===== src/rtl/vga_box_renderer.sv =====
// Bouncing-square renderer fed by hvsync_generator; registers colour and syncs together.
// Optional screen border enabled by defining VGA_BOX_BORDER_EN.
module vga_box_renderer #(
  parameter int          H_ACTIVE  = 640,
  parameter int          V_ACTIVE  = 480,
  parameter int          BOX_SIZE  = 32,
  parameter int          STEP      = 2,
  parameter logic [2:0]  BOX_COLOR = 3'b100,
  parameter logic [2:0]  BG_COLOR  = 3'b001
) (
  input  logic       clk,
  input  logic       rst_n,
  input  logic       vga_h_sync,
  input  logic       vga_v_sync,
  input  logic       inDisplayArea,
  input  logic [9:0] CounterX,
  input  logic [9:0] CounterY,
  input  logic       freeze,
  output logic [2:0] pixel_out,
  output logic       h_sync_out,
  output logic       v_sync_out,
  output logic       frame_tick
);

  typedef enum logic [1:0] {DR, DL, UR, UL} dir_e;

  localparam logic [10:0] MAX_X  = 11'(H_ACTIVE - BOX_SIZE);
  localparam logic [10:0] MAX_Y  = 11'(V_ACTIVE - BOX_SIZE);
  localparam logic [10:0] STEP11 = 11'(STEP);
  localparam logic [10:0] SIZE11 = 11'(BOX_SIZE);

  dir_e       state_q, state_d;
  logic [9:0] box_x_q, box_x_d;
  logic [9:0] box_y_q, box_y_d;
  logic       vs_q;
  logic       hs_q;
  logic       frame_tick_q, frame_tick_d;
  logic [2:0] pixel_q, pixel_d;

  logic        tick;
  logic        x_right, y_down, nx_right, ny_down;
  logic [10:0] bx, by, cx, cy;
  logic        in_box, border;

  always_comb begin
    state_d  = state_q;
    box_x_d  = box_x_q;
    box_y_d  = box_y_q;
    bx       = {1'b0, box_x_q};
    by       = {1'b0, box_y_q};
    tick     = vs_q & ~vga_v_sync;
    frame_tick_d = tick;
    x_right  = (state_q == DR) || (state_q == UR);
    y_down   = (state_q == DR) || (state_q == DL);
    nx_right = x_right;
    ny_down  = y_down;

    // Axes bounce independently; the state is rebuilt from both new directions.
    if (tick && !freeze) begin
      if (x_right) begin
        if (bx + STEP11 >= MAX_X) begin
          box_x_d  = 10'(MAX_X);
          nx_right = 1'b0;
        end else begin
          box_x_d  = 10'(bx + STEP11);
        end
      end else begin
        if (bx <= STEP11) begin
          box_x_d  = '0;
          nx_right = 1'b1;
        end else begin
          box_x_d  = 10'(bx - STEP11);
        end
      end

      if (y_down) begin
        if (by + STEP11 >= MAX_Y) begin
          box_y_d = 10'(MAX_Y);
          ny_down = 1'b0;
        end else begin
          box_y_d = 10'(by + STEP11);
        end
      end else begin
        if (by <= STEP11) begin
          box_y_d = '0;
          ny_down = 1'b1;
        end else begin
          box_y_d = 10'(by - STEP11);
        end
      end

      state_d = ny_down ? (nx_right ? DR : DL) : (nx_right ? UR : UL);
    end
  end

  always_comb begin
    cx     = {1'b0, CounterX};
    cy     = {1'b0, CounterY};
    in_box = (cx >= {1'b0, box_x_q}) && (cx < {1'b0, box_x_q} + SIZE11) &&
             (cy >= {1'b0, box_y_q}) && (cy < {1'b0, box_y_q} + SIZE11);
`ifdef VGA_BOX_BORDER_EN
    border = (CounterX == 10'd0) || (CounterX == 10'(H_ACTIVE - 1)) ||
             (CounterY == 10'd0) || (CounterY == 10'(V_ACTIVE - 1));
`else
    border = 1'b0;
`endif
    pixel_d = BG_COLOR;
    if (!inDisplayArea) pixel_d = 3'b000;
    else if (border)    pixel_d = 3'b111;
    else if (in_box)    pixel_d = BOX_COLOR;
  end

  always_ff @(posedge clk or negedge rst_n) begin
    if (!rst_n) begin
      state_q      <= DR;
      box_x_q      <= '0;
      box_y_q      <= '0;
      vs_q         <= 1'b1;
      hs_q         <= 1'b1;
      frame_tick_q <= 1'b0;
      pixel_q      <= '0;
    end else begin
      state_q      <= state_d;
      box_x_q      <= box_x_d;
      box_y_q      <= box_y_d;
      vs_q         <= vga_v_sync;
      hs_q         <= vga_h_sync;
      frame_tick_q <= frame_tick_d;
      pixel_q      <= pixel_d;
    end
  end

  // vs_q doubles as the edge-detect history and the delayed vertical sync.
  assign pixel_out  = pixel_q;
  assign h_sync_out = hs_q;
  assign v_sync_out = vs_q;
  assign frame_tick = frame_tick_q;

endmodule


===== config.mk =====
export PLATFORM = sky130hd
export DESIGN_NAME = vga_box_renderer
export DESIGN_NICKNAME = d
export VERILOG_FILES = /design/src/rtl/vga_box_renderer.sv
export SDC_FILE = /design/constraint.sdc
export NUM_CORES = 1
export LEC_CHECK = 0
export ABC_AREA = 1
export CAP_MARGIN = 20
export CORE_ASPECT_RATIO = 0.6
export CORE_UTILIZATION = 50
export DETAILED_ROUTE_END_ITERATION = 8
export PLACE_DENSITY = 0.82
export SYNTH_ARGS = -nofsm -noshare
export SYNTH_HDL_FRONTEND = slang
export SYNTH_SLANG_ARGS = --single-unit

===== constraint.sdc =====
create_clock -name clk -period 2 [get_ports clk]
set_input_delay 0.6 -clock clk [delete_from_list [all_inputs] [get_ports clk]]
set_output_delay 0.6 -clock clk [all_outputs]
set_load 0.01 [all_outputs]

== Yosys cells after proc, flatten, opt, wreduce, memory -nomap -nowiden ==
Index checks and enable logic that the tools add are counted.
Cells by class
  multipliers: 0
  multiplexer cells: 19
  add/subtract/negate cells: 6
  div/mod/pow operators: 0
  $lt $le $gt $ge: 8
  bitwise operators: 2
  shifts and indexed selects: 0
  eq/ne operators: 2
  reductions and logical operators: 8
Operator list (number)
  $mux 10: 6
  $add 10x2->11 const B: 2
  $add 10x6->11 const B: 2
  $lt 10x11->1: 2
  $ge 10x10->1: 2
  $le 10x2->1 const B: 2
  $sub 10x2->10 const B: 2
  $ge 11x10->1 const B: 1
  $ge 11x9->1 const B: 1
  $mux 1: 10
  $mux 3: 2
  $logic_and 1x1->1: 4
  $eq 2x1->1 const B: 1
  $eq 2x2->1 const B: 1
  $logic_not 2->1: 1
  $logic_or 1x1->1: 2
  $mux 2: 1
  $and 1x1->1: 1
  $logic_not 1->1: 1
  $not 1->1: 1
Storage, ports and cells
  bits in latches: 0
  bits in writable memories: 0
  memories: 0
  input bits: 26
  bits in read-only memories: 0
  output and inout port bits: 6
  logic and storage cells: 52
  bits in registers: 28

== Longest topological paths before layout ==
  depth in word-level cells: 7
  mapped depth: 13

== Least setup slack after synthesis ==
No wires, ideal clock.
  path kind: register to register
  start point: reg box_x_q[5]
  end point: reg pixel_q[0] (netlist: pixel_out[0])
  arrival time: 1676 ps
  required time: 1884 ps
  stages on the path, launching flop included: 11
  library setup time: 116 ps
  setup slack: 209 ps
  cell sequence: dfrtp_1 ha_1 nand3_2 xor2_1 ha_1 a21oi_1 nand2_1 nand2_1 nand4_1 nor2_1 nor2_1
Between the ends
  cells in the longest elaborated chain, start to end: 7
Ends and longest elaborated chain
  start, declared: RTL line 33  | logic [9:0] box_x_q, box_x_d;
  start signal, assigned: RTL line 124  | box_x_q <= box_x_d;
  $add 10x6->11: RTL line 99  | in_box = (cx >= {1'b0, box_x_q}) && (cx < {1'b0, box_x_q} + SIZE11) &&
  $lt 10x11->1: RTL line 99
  $logic_and 1x1->1 * (2 in a row): RTL line 99
  $logic_and 1x1->1 *: RTL line 100  | (cy >= {1'b0, box_y_q}) && (cy < {1'b0, box_y_q} + SIZE11);
  $mux 3 *: RTL line 110  | else if (in_box) pixel_d = BOX_COLOR;
  $mux 3 *: RTL line 108  | if (!inDisplayArea) pixel_d = 3'b000;
  via pixel_d[0]: RTL line 38  | logic [2:0] pixel_q, pixel_d;
  end signal, assigned: RTL line 129  | pixel_q <= pixel_d;
  end, declared: RTL line 38
The timed path passes the listed nets; every way through them passes the cells marked *.
A chain may end at the register's enable or synchronous reset.

== Worst setup path in the final report ==
  start point: reg box_x_q[6]
  end point: reg pixel_q[2] (netlist: pixel_out[2])
The elaborated chain is that of the path after synthesis.

==> results.md <==
* Status: complete, no violations
* Critical path startpoint: box_x_q[6]$_DFFE_PN0P_
* Pin count of the biggest net entering global routing at 29
* Vias/cell at 5.46
* Placed instance area at 0.00337 sq mm
* Post-Syn Area at 0.00287 sq mm
* GRT Residual Overflow at 0
* Met3 Use GR at 0.0541
* Post-layout min period at 1.96 ns
* CTS Buf Count at 3
* Net Sw Frac at 0.509
* Routed Antenna Nets at 0
* Cells on worst reg2reg path at 9
* Setup tns final at 0 ns
* Area Overhead vs Synth at 28.1%
* Leak at 1.81 nW
* Critical Path RT at 2.20 ns
* Util after Layout at 0.697
* Initial antenna violation count at 0
* Met1 Resource Use GR at 0.375
* GP Congestion at 0.948
* Worst R2R Start: box_x_q[6]$_DFFE_PN0P_
* Fin Hold WS at 0.524 ns
* P_sw at 2.14 mW
* Inst Count DP at 525
* Site Rows at 20
* H-tree levels at 1
* Max cap viols at 0
* Combinational Power Share at 0.700
* Final Non-Filler Cells at 531
* Antenna cells at 0
* Port bufs at 28
* Setup WS pre-CTS at -0.343 ns
* DRT Pass-1 Iters at 5
* Synth Warn # at 0
* Crit-path max FO at 3
* Sequential area share after synthesis at 0.219
* Initial DRC Count at 363
* Post-CTS Hold Buffers at 0
* PnR worst setup slack at 0.0423 ns
* Commonest non-fill, non-tap cells in the layout: nand2_1, nor2_1, inv_1
* Initial Utilization at 0.544
* Post-synth top flop: dfrtp_1
* Final Instance Area at 0.00368 sq mm
* Core ar. at 0.00528 sq mm
* Sink Count at 25
* Met2 Use GR at 0.398
* Setup CP Type: flop to flop
* Int Power at 2.06 mW
* Count of state elements after synthesis at 25
* Clock skew at 0.0155 ns
* Crit path to: pixel_out[2]$_DFF_PN0_
* Power per cell area at 1140 mW/mm^2
* Tot Pwr at 4.19 mW
* Busiest grt layer: met2
* TritonCTS clock tree: done
* Die Ht at 60.7 um
* Crit path capture type: flop
* Floorplan die width at 99.8 um
* Final setup viols at 0
* Sequential share of power at 0.227
* Synth area leader: dfrtp_1
* Cell variety after synth at 39
* Clock buffer depth at 2
* Mean area per synthesized cell at 7.07 sq um
* Vias in the first global route at 2600
* Routed WL per cell at 14.6 um
* First-pass GRT wire length at 12000 um
* Slew Limit Fails at 0
* Via count at 2897
* Routed Wire Length at 7730 um
* Cells after Synth at 406
* Top cell type's share of synthesized area at 0.200
* Worst R2R End: pixel_out[2]$_DFF_PN0_
* Share of cells above drive strength 1 at 0.198
* DIE AREA at 0.00606 sq mm
* Net count after synthesis at 470
* Worst Hold Class: flop to flop
* Synth area leaders: dfrtp_1, ha_1, nand2_1
* GRT Total Usage at 0.255
* Fmax at 511 MHz
* CP arrival at 2.15 ns
* Later-pin clock latency in the skew report at 0.28 ns
* Most common cell after layout, fill and taps aside: nand2_1
* Nets at 519
* Register-to-register setup slack at 0.04 ns
* Final hold violations at 0
* Fin crit share at 0.979
* Post-synth EDFFs at 0
* # DRC at 0
* Clock network fraction of design power at 0.073
* HP Start: v_sync_out$_DFF_PN1_
* Clock transition at path regs at 0.10 ns
* DP HPWL at 5840 um
* Root Buffer: clkbuf_8
* Worst setup SP type: flop
* VDD IR max at 0.654 mV
* I/O pin cnt at 32
* Async SR Flop Fraction at 1.00
power by group through the flow:
stage,registers (mW),logic [mW],clock network [mW]
2_1_floorplan,0.809,1.96,0
3_3_place_gp,0.925,2.41,0
3_5_place_dp,0.932,2.52,0
4_1_cts,0.917,2.58,0.310
5_1_grt,0.983,3.24,0.324
6_report,0.953,2.93,0.306
Yosys cell counts (3+ instances only):
master     n
nor2_4     3
buf_4      5
buf_2      4
inv_1     39
a21oi_1   28
nand2_2    5
dfrtp_1   23
xor2_1    20
nand3_4    3
nand3_2    3
o21ai_1    3
nand3_1   24
nor2_1    48
ha_1      38
inv_2      4
o21a_1     5
a21boi_1   3
a21boi_0   3
o21ai_0   13
nand2_1   91
nand4_1   13
logic make-up (layout without fill, tap and decap cells):
family | Yosys count | in the layout | share of synthesized area
AOI/OAI and AO/OA | 61 | 61 | 0.121
adders and majority gates | 38 | 38 | 0.166
DFF | 25 | 25 | 0.219
other | 1 | 1 | 0.00131
buffers and inverters | 59 | 107 | 0.0911
xor gates and xnor gates | 24 | 24 | 0.0784
and+or+nand+nor | 198 | 198 | 0.324
routing by layer:
metal  up-vias  wire length (um)
li1       1424                 -
met5         -                 0
met1      1316              3650
met2       149              3300
met3         8               719
met4         0                56
flip-flops by register name, indices dropped and copies added (netlist names):
signal      cells
state_q         2
pixel_out       2
box_y_q         9
box_x_q         9
v_sync_out      1
h_sync_out      1
frame_tick      1
final cells by class:
cell class / count / area, sq um
multi-input combinational: 322 / 2200
fill: 407 / 1600
sequential: 25 / 633
timing repair buffer: 59 / 543
inverter: 44 / 165
tap: 77 / 96.3
clock buffer: 4 / 45.0
timing repair:
action                                  in CTS  in global routing
gates resized for setup                      5                 45
pin swaps                                    7                 23
buffers inserted                             1                  1
endpoints found under the setup margin       2                  6
worst max-delay path, stage by stage, from the launching register on:
cell and delay (ns):
dfrtp_2 0.45, ha_4 0.18, buf_4 0.14, xnor2_1 0.21, ha_1 0.28, nand2_1 0.08
nor2_1 0.06, nand2_1 0.06, nand4_1 0.17, nor3_1 0.25
how the worst min path moves through the flow:
stage / endpoint / depth (start not counted)
floorplan: box_x_q[1]$_DFFE_PN0P_ / 0
global placement: frame_tick$_DFF_PN0_ / 2
detailed placement: frame_tick$_DFF_PN0_ / 2
CTS: frame_tick$_DFF_PN0_ / 2
global route: frame_tick$_DFF_PN0_ / 2
finish: frame_tick$_DFF_PN0_ / 2
Note: power is estimated with default switching activity, not from simulation.
